## src/rtl/mat_pkg.sv

```systemverilog
// -----------------------------------------------------------------------------
// mat_pkg
// Shared constants, FSM state type and element-packing helper for the
// DIM x DIM signed matrix-multiply sequencer (mat_mult_seq) and its
// dot-product sub-unit (mat_dot_unit).
// No ports (package).
// -----------------------------------------------------------------------------
package mat_pkg;

    localparam int DIM   = 5;                       // matrix dimension
    localparam int W     = 8;                       // element width, two's complement
    localparam int N     = DIM * DIM;               // elements per matrix
    localparam int ACC_W = 2 * W + $clog2(DIM);     // signed dot-product sum width
    localparam int K_W   = $clog2(N);               // issue index width

    typedef enum logic [2:0] {
        IDLE,
        LOAD,
        RUN,
        DRAIN,
        DONE
    } state_t;

    // Bit offset of element (i,j) inside a packed DIM*DIM*W matrix vector.
    function automatic int elem_off(input int i, input int j);
        return (i * DIM + j) * W;
    endfunction

endpackage

```

## src/rtl/mat_mult_seq_if.sv

```systemverilog
// -----------------------------------------------------------------------------
// mat_mult_seq_if
// Bundles the request/handshake and matrix buses between the register file
// (master) and the matrix-multiply sequencer (slave).
//   start    master->slave  request a multiply (honoured only when idle)
//   mat_a    master->slave  matrix A, element (i,j) at [(i*DIM+j)*W +: W]
//   mat_b    master->slave  matrix B, same packing
//   busy     slave->master  operation in progress (LOAD..DONE)
//   done     slave->master  one-cycle pulse, mat_c valid
//   mat_c    slave->master  result matrix, same packing
//   ovf_map  slave->master  per-element overflow flags, bit i*DIM+j
//   ovf      slave->master  OR of ovf_map
// -----------------------------------------------------------------------------
interface mat_mult_seq_if;
    import mat_pkg::*;

    logic             start;
    logic [N*W-1:0]   mat_a;
    logic [N*W-1:0]   mat_b;
    logic             busy;
    logic             done;
    logic [N*W-1:0]   mat_c;
    logic [N-1:0]     ovf_map;
    logic             ovf;

    modport master (
        output start, mat_a, mat_b,
        input  busy, done, mat_c, ovf_map, ovf
    );

    modport slave (
        input  start, mat_a, mat_b,
        output busy, done, mat_c, ovf_map, ovf
    );

endinterface

```

## src/rtl/mat_dot_unit.sv

```systemverilog
// -----------------------------------------------------------------------------
// mat_dot_unit
// Registered signed DIM-term inner product of one row of A and one column
// of B. One cycle of latency; the full-precision sum and an overflow flag
// (sum outside the signed W-bit range) are both registered.
// Ports:
//   clk  in   clock
//   row  in   DIM packed W-bit signed elements, term t at [t*W +: W]
//   col  in   DIM packed W-bit signed elements, term t at [t*W +: W]
//   sum  out  signed ACC_W-bit sum of the DIM products
//   ovf  out  sum does not fit in W signed bits
// -----------------------------------------------------------------------------
module mat_dot_unit
    import mat_pkg::*;
(
    input  logic                    clk,
    input  logic [DIM*W-1:0]        row,
    input  logic [DIM*W-1:0]        col,
    output logic signed [ACC_W-1:0] sum,
    output logic                    ovf
);

    // Full 2W-bit signed product, sign-extended to the accumulator width.
    function automatic logic signed [ACC_W-1:0] mul_ext(
        input logic signed [W-1:0] x,
        input logic signed [W-1:0] y
    );
        logic signed [2*W-1:0] p;
        p = x * y;
        return {{(ACC_W - 2 * W){p[2*W-1]}}, p};
    endfunction

    logic signed [ACC_W-1:0] acc_p0;
    logic                    ovf_p0;

    always_comb begin
        acc_p0 = '0;
        for (int t = 0; t < DIM; t++) begin
            acc_p0 = acc_p0 + mul_ext(row[t*W +: W], col[t*W +: W]);
        end
        // Fits in W signed bits only when every bit from W-1 upward is a
        // copy of the sign bit.
        ovf_p0 = ~((&acc_p0[ACC_W-1:W-1]) | ~(|acc_p0[ACC_W-1:W-1]));
    end

    // ---- stage p0 -> p1: registered sum and overflow ----
    always_ff @(posedge clk) begin
        sum <= acc_p0;
        ovf <= ovf_p0;
    end

endmodule

```

## src/rtl/mat_mult_seq.sv

```systemverilog
// -----------------------------------------------------------------------------
// mat_mult_seq
// Sequencer computing C = A x B for DIM x DIM signed W-bit matrices on a
// single shared dot-product unit. On start (in IDLE) the operands are
// latched, then one (row i, column j) pair is issued per cycle; each result
// is written into mat_c / ovf_map one cycle after issue.
// Timeline from start sampled in c0: LOAD c1, RUN c2..c26, DRAIN c27,
// DONE (done=1) c28.
// Ports:
//   clk  in   clock, rising edge
//   rst  in   synchronous, active-high reset; aborts an operation and clears
//             the result
//   bus  slave modport of mat_mult_seq_if (start, mat_a, mat_b, busy, done,
//        mat_c, ovf_map, ovf)
// Build option:
//   MAT_MULT_SAT_EN  defined: overflowing elements saturate to the W-bit
//                    signed limit matching the sum sign; undefined: they wrap
//                    to the low W bits. Overflow flags are reported either way.
// -----------------------------------------------------------------------------
module mat_mult_seq
    import mat_pkg::*;
(
    input  logic           clk,
    input  logic           rst,
    mat_mult_seq_if.slave  bus
);

`ifdef MAT_MULT_SAT_EN
    localparam bit SAT_EN = 1'b1;
`else
    localparam bit SAT_EN = 1'b0;
`endif

    // Reduce a full-precision sum to one W-bit element (wrap or saturate).
    function automatic logic [W-1:0] reduce_elem(
        input logic signed [ACC_W-1:0] s,
        input logic                    o
    );
        logic [W-1:0] r;
        r = s[W-1:0];
        if (SAT_EN && o) begin
            r = (s < 0) ? {1'b1, {(W - 1){1'b0}}} : {1'b0, {(W - 1){1'b1}}};
        end
        return r;
    endfunction

    state_t                  state;
    logic [K_W-1:0]          k;
    logic [N*W-1:0]          a_lat;
    logic [N*W-1:0]          b_lat;
    logic [DIM*W-1:0]        row_p0;
    logic [DIM*W-1:0]        col_p0;
    logic signed [ACC_W-1:0] sum_p1;
    logic                    ovf_p1;
    logic                    vld_p1;
    logic [K_W-1:0]          idx_p1;
    logic [N*W-1:0]          mat_c_r;
    logic [N-1:0]            ovf_map_r;
    logic                    busy_r;
    logic                    done_r;

    // ---- stage p0: operand select for issue index k ----
    always_comb begin
        row_p0 = '0;
        col_p0 = '0;
        for (int t = 0; t < DIM; t++) begin
            row_p0[t*W +: W] = a_lat[elem_off(int'(k) / DIM, t) +: W];
            col_p0[t*W +: W] = b_lat[elem_off(t, int'(k) % DIM) +: W];
        end
    end

    mat_dot_unit u_dot (
        .clk (clk),
        .row (row_p0),
        .col (col_p0),
        .sum (sum_p1),
        .ovf (ovf_p1)
    );

    // ---- stage p1: write-back plus sequencing FSM ----
    always_ff @(posedge clk) begin
        if (rst) begin
            state     <= IDLE;
            busy_r    <= 1'b0;
            done_r    <= 1'b0;
            k         <= '0;
            a_lat     <= '0;
            b_lat     <= '0;
            vld_p1    <= 1'b0;
            idx_p1    <= '0;
            mat_c_r   <= '0;
            ovf_map_r <= '0;
        end else begin
            // Issue index travels with the dot unit's one-cycle latency.
            vld_p1 <= (state == RUN);
            idx_p1 <= k;

            if (vld_p1) begin
                mat_c_r[int'(idx_p1) * W +: W] <= reduce_elem(sum_p1, ovf_p1);
                ovf_map_r[idx_p1]              <= ovf_p1;
            end

            case (state)
                IDLE: begin
                    if (bus.start) begin
                        state  <= LOAD;
                        busy_r <= 1'b1;
                    end
                end
                LOAD: begin
                    a_lat     <= bus.mat_a;
                    b_lat     <= bus.mat_b;
                    k         <= '0;
                    ovf_map_r <= '0;
                    state     <= RUN;
                end
                RUN: begin
                    if (k == K_W'(N - 1)) begin
                        // Return k to 0 so operand select never indexes past
                        // the last row while draining.
                        k     <= '0;
                        state <= DRAIN;
                    end else begin
                        k <= k + 1'b1;
                    end
                end
                DRAIN: begin
                    state  <= DONE;
                    done_r <= 1'b1;
                end
                DONE: begin
                    state  <= IDLE;
                    busy_r <= 1'b0;
                    done_r <= 1'b0;
                end
                default: begin
                    state  <= IDLE;
                    busy_r <= 1'b0;
                    done_r <= 1'b0;
                end
            endcase
        end
    end

    assign bus.busy    = busy_r;
    assign bus.done    = done_r;
    assign bus.mat_c   = mat_c_r;
    assign bus.ovf_map = ovf_map_r;
    assign bus.ovf     = |ovf_map_r;

endmodule

```

## src/flat_wrapper.sv

```systemverilog
// flat-port wrapper written by rule: the top's interface ports become plain ports
module mat_mult_seq_flat import mat_pkg::*;
  (clk, rst, bus_start, bus_mat_a, bus_mat_b, bus_busy, bus_done, bus_mat_c, bus_ovf_map, bus_ovf);
  mat_mult_seq_if bus_i ();
  input  logic clk;
  input  logic rst;
  input wire logic [$bits(bus_i.start)-1:0] bus_start;
  input wire logic [$bits(bus_i.mat_a)-1:0] bus_mat_a;
  input wire logic [$bits(bus_i.mat_b)-1:0] bus_mat_b;
  output wire logic [$bits(bus_i.busy)-1:0] bus_busy;
  output wire logic [$bits(bus_i.done)-1:0] bus_done;
  output wire logic [$bits(bus_i.mat_c)-1:0] bus_mat_c;
  output wire logic [$bits(bus_i.ovf_map)-1:0] bus_ovf_map;
  output wire logic [$bits(bus_i.ovf)-1:0] bus_ovf;
  assign bus_i.start = bus_start;
  assign bus_i.mat_a = bus_mat_a;
  assign bus_i.mat_b = bus_mat_b;
  assign bus_busy = bus_i.busy;
  assign bus_done = bus_i.done;
  assign bus_mat_c = bus_i.mat_c;
  assign bus_ovf_map = bus_i.ovf_map;
  assign bus_ovf = bus_i.ovf;
  mat_mult_seq u_core (.clk(clk), .rst(rst), .bus(bus_i));
endmodule
```

## config.mk

```make
export PLATFORM = sky130hd
export DESIGN_NAME = mat_mult_seq_flat
export DESIGN_NICKNAME = d
export VERILOG_FILES = /design/src/rtl/mat_pkg.sv /design/src/rtl/mat_mult_seq_if.sv /design/src/rtl/mat_dot_unit.sv /design/src/rtl/mat_mult_seq.sv /design/src/flat_wrapper.sv
export SDC_FILE = /design/constraint.sdc
export NUM_CORES = 2
export LEC_CHECK = 0
export BUFFER_PORTS_ARGS = -buffer_cell sky130_fd_sc_hd__buf_2
export CAP_MARGIN = 20
export CORE_UTILIZATION = 60
export DETAILED_ROUTE_END_ITERATION = 7
export PLACE_DENSITY = 0.82
export REMOVE_ABC_BUFFERS = 1
export SYNTH_ARGS = -nofsm -noshare
export SYNTH_HDL_FRONTEND = slang
export SYNTH_SLANG_ARGS = --single-unit
```

## constraint.sdc

```tcl
create_clock -name clk -period 16.2 [get_ports clk]
set_input_delay 0.81 -clock clk [delete_from_list [all_inputs] [get_ports clk]]
set_output_delay 0.81 -clock clk [all_outputs]
set_load 0.02 [all_outputs]
```

==> metrics.md <==
| Metric | Value |
|---|---|
| Outcome | `finished, violations left` |
| Failing checks | `design-rule violations` |
| Critical Path AT | `15.80 ns` |
| Fin. Hold Viols | `0` |
| Initial antenna violation count | `1` |
| Max-cap viol count | `0` |
| Initial DRC Count | `between 5000 and 6000` |
| Worst-path clk slew | `0.06 ns` |
| Clk pwr share | `0.363` |
| CTS H-tree lvls | `3` |
| Post-CTS setup buffer count | `0` |
| Synthesis-stage register bit count | `650` |
| # DRC | `3` |
| Max_slew headroom | `0.194` |
| Mean routed wirelength per cell | `23.8 um` |
| Ys Warns | `0` |
| Area of the core | `0.0869 mm2` |
| Comb pwr share | `0.251` |
| Flop pwr share | `0.386` |
| Netlist cell types | `about 100` |
| CP most frequent cell | `fa_1` |
| GRT Total Usage | `0.408` |
| Grt ovf | `0` |
| CTS Buffer Depth | `3` |
| Vias in the first global route | `between 40000 and 50000` |
| Crit-path slowest cell | `dfxtp_1` |
| Worst-Margin Slew | `about 1.2 ns` |
| Worst EP required | `roughly 17 ns` |
| Main synth FF type | `dfxtp_1` |
| First-pass GRT wire length | `282 mm` |
| Vias per cell | `6.40` |
| Placed Cells | `7614` |
| Final net count | `7500` |
| Routed vias | `just under 50000` |
| TritonCTS clock tree | `yes` |
| Die X | `about 300 um` |
| Crit start category | `flip-flop` |
| Fin crit period | `about 15 ns` |
| Pre-Repair DR Iteration Count | `8` |
| Synth Area per Inst | `8.59 um2` |
| Max FO, Critical Path | `38` |
| Critical Path End Type | `flip-flop` |
| DP Area | `approximately 0.056 mm2` |
| Int Pwr | `approximately 3.1 mW` |
| Most common cell after layout, fill and taps aside | `nand2_1` |
| Largest net degree at the start of global routing | `approximately 130` |
| Worst skew pair latency | `0.64 ns` |
| Ys async rst share | `0` |
| Layout cells sized above 1 | `0.180` |
| Commonest non-fill, non-tap cells in the layout | `nand2_1 (1519), dfxtp_1 (650), buf_2 (629)` |
| Power per cell area | `77.9 mW/mm2` |
| Die H | `around 300 um` |
| IO Port Bufs | `630` |
| Slew Limit Fails | `0` |
| Crit path kind | `flip-flop to flip-flop` |
| Final wirelength | `184 mm` |
| Antenna Nets Post-Route | `0` |
| Final Non-Filler Cells | `7740` |
| Min-Delay Path Class | `primary input to flip-flop` |
| Post-synth EDFFs | `0` |
| Sw Share | `0.328` |
| Final Power | `about 4.6 mW` |
| RSZ-0062 raised after global routing | `false` |
| Peak VDD IR | `0.0823 mV` |
| CTS resizes | `0` |
| Starting density of the core | `0.607` |
| Root buf cell | `clkbuf_16` |
| Post-synthesis sequential area ratio | `0.247` |
| Mapped Cells | `6146` |
| Synth Cell Area | `0.0528 mm2` |
| Final period util | `0.945` |
| Final setup fails | `0` |
| Crit path largest cell delay | `0.81 ns` |
| Design Area, Final | `0.0589 mm2` |
| FP Rows | `108` |
| Cts bufs inserted | `68` |
| Pleak | `23.0 nW` |
| Sw power | `1.50 mW` |
| CTS hold repair buffers | `0` |
| Synth-to-Final Area Change | `11.5%` |
| Fmax | `0.0653 GHz` |
| # IOs | `631` |
| Die area | `roughly 0.089 mm2` |
| Worst Skew | `0.0283 ns` |
| DP HPWL | `141 mm` |
| Clock sink count | `650` |
| Final GP Congestion | `1.03` |
-- Yosys cell counts, drive strengths merged, types with 6 or more instances --
library cell	instances	share of area
xor2	18	0.0030
nor2	367	0.026
dfxtp	650	0.25
nand2b	29	0.0034
buf	103	0.011
inv	392	0.028
clkbuf	302	0.021
and3	81	0.0096
a221o	6	0.0011
o211ai	13	0.0020
mux2	26	0.0055
or3	9	0.0011
mux4	251	0.11
and4	7	0.0012
o22ai	25	0.0030
a311o	15	0.0028
nand3b	7	0.0010
a222oi	16	0.0030
a31oi	55	0.0068
or2	17	0.0020
nand2	1521	0.11
a311oi	12	0.0021
a221oi	13	0.0028
o21bai	7	0.0011
mux2i	296	0.057
nor3	41	0.0042
a22oi	25	0.0036
o221ai	26	0.0044
nor2b	51	0.0060
a21o	12	0.0017
a21oi	575	0.055
o21ai	121	0.012
nand4	22	0.0026
and2	89	0.011
xnor2	45	0.0076
nand3	195	0.019
o2bb2ai	6	0.0010
ha	151	0.036
a32oi	6	0.0010
fa	416	0.16
nor4	38	0.0054
o211a	6	0.0011
a211oi	19	0.0032
-- critical path: cells and delay by family, from the launching register on --
family	cells	cell delay (ns)
compound gates	15	3.95
xor+xnor	3	0.72
fa+ha+maj	13	5.92
buf+inv	8	1.04
flops	1	0.81
mux	1	0.76
simple gates	8	1.89
-- flip-flops by register name, summed over array words and instances (netlist names) --
name and flops:
u_core.a_lat 200, u_core.b_lat 200, u_core.bus.busy 1, u_core.bus.done 1
u_core.bus.mat_c 200, u_core.bus.ovf_map 25, u_core.idx_p1 5, u_core.k 5
u_core.state 3, u_core.u_dot.ovf 1, u_core.u_dot.sum 8, u_core.vld_p1 1
-- path summary, 6_finish.rpt --
| check | startpoint | end | slack (ns) | cells after the start |
|---|---|---|---|---|
| setup / recovery | u_core.k[2] | u_core.u_dot.ovf | 0.89 | 48 |
| hold / removal | bus_mat_b[179] | u_core.b_lat[179] | 0.41 | 3 |
| setup reg to reg | u_core.k[2] | u_core.u_dot.ovf | 0.89 | 48 |
| hold reg to reg | u_core.bus.mat_c[1] | u_core.bus.mat_c[1] | 0.45 | 2 |
-- metrics by stage --
step | hold WS [ns] | setup TNS, ns | setup WS (ns) | util
3_5_place_dp | 0.441 | 0 | 1.03 | 0.650
2_1_floorplan | 0.439 | -40.90 | -7.01 | -
4_1_cts | 0.394 | 0 | 0.967 | 0.677
6_report | 0.411 | 0 | 0.889 | 0.677
5_1_grt | 0.406 | 0 | 0.0588 | 0.677
3_3_place_gp | 0.435 | 0 | 1.24 | 0.650
-- layer usage --
layer  GRT usage  vias up  share of wire
met5           0        -              0
met4       0.227        0          0.064
met3      0.0768      670           0.10
met2       0.667     3184           0.47
met1       0.510    23871           0.36
li1            -    21790              -
-- cell type report --
class,instances,area [um2]
flip-flops and latches,650,13000
repair buffers,719,3870
inverters,392,1480
diodes,5,12.5
clock buffers,87,1860
multi-input cells,4699,36700
clock inverters,33,475
well taps,1155,1450
fillers,6984,28000
-- power by group through the flow --
stage                     Clock [mW]  Sequential (mW)  Combinational (mW)
final                           1.66             1.77                1.15
after detailed placement           0             1.79                1.13
after floorplan                    0             1.74               0.806
after CTS                       1.67             1.76                1.14
after global placement             0             1.79                1.10
after global routing            1.74             1.77                1.27
-- cell families after synthesis --
kind of cell / after synthesis / share of synthesized area
simple gates: 2482 / 0.202
compound gates: 1012 / 0.116
buf+inv: 797 / 0.0606
flops: 650 / 0.247
mux: 573 / 0.170
fa+ha+maj: 568 / 0.194
xor+xnor: 64 / 0.0110
Note: power is estimated with default switching activity, not from simulation.
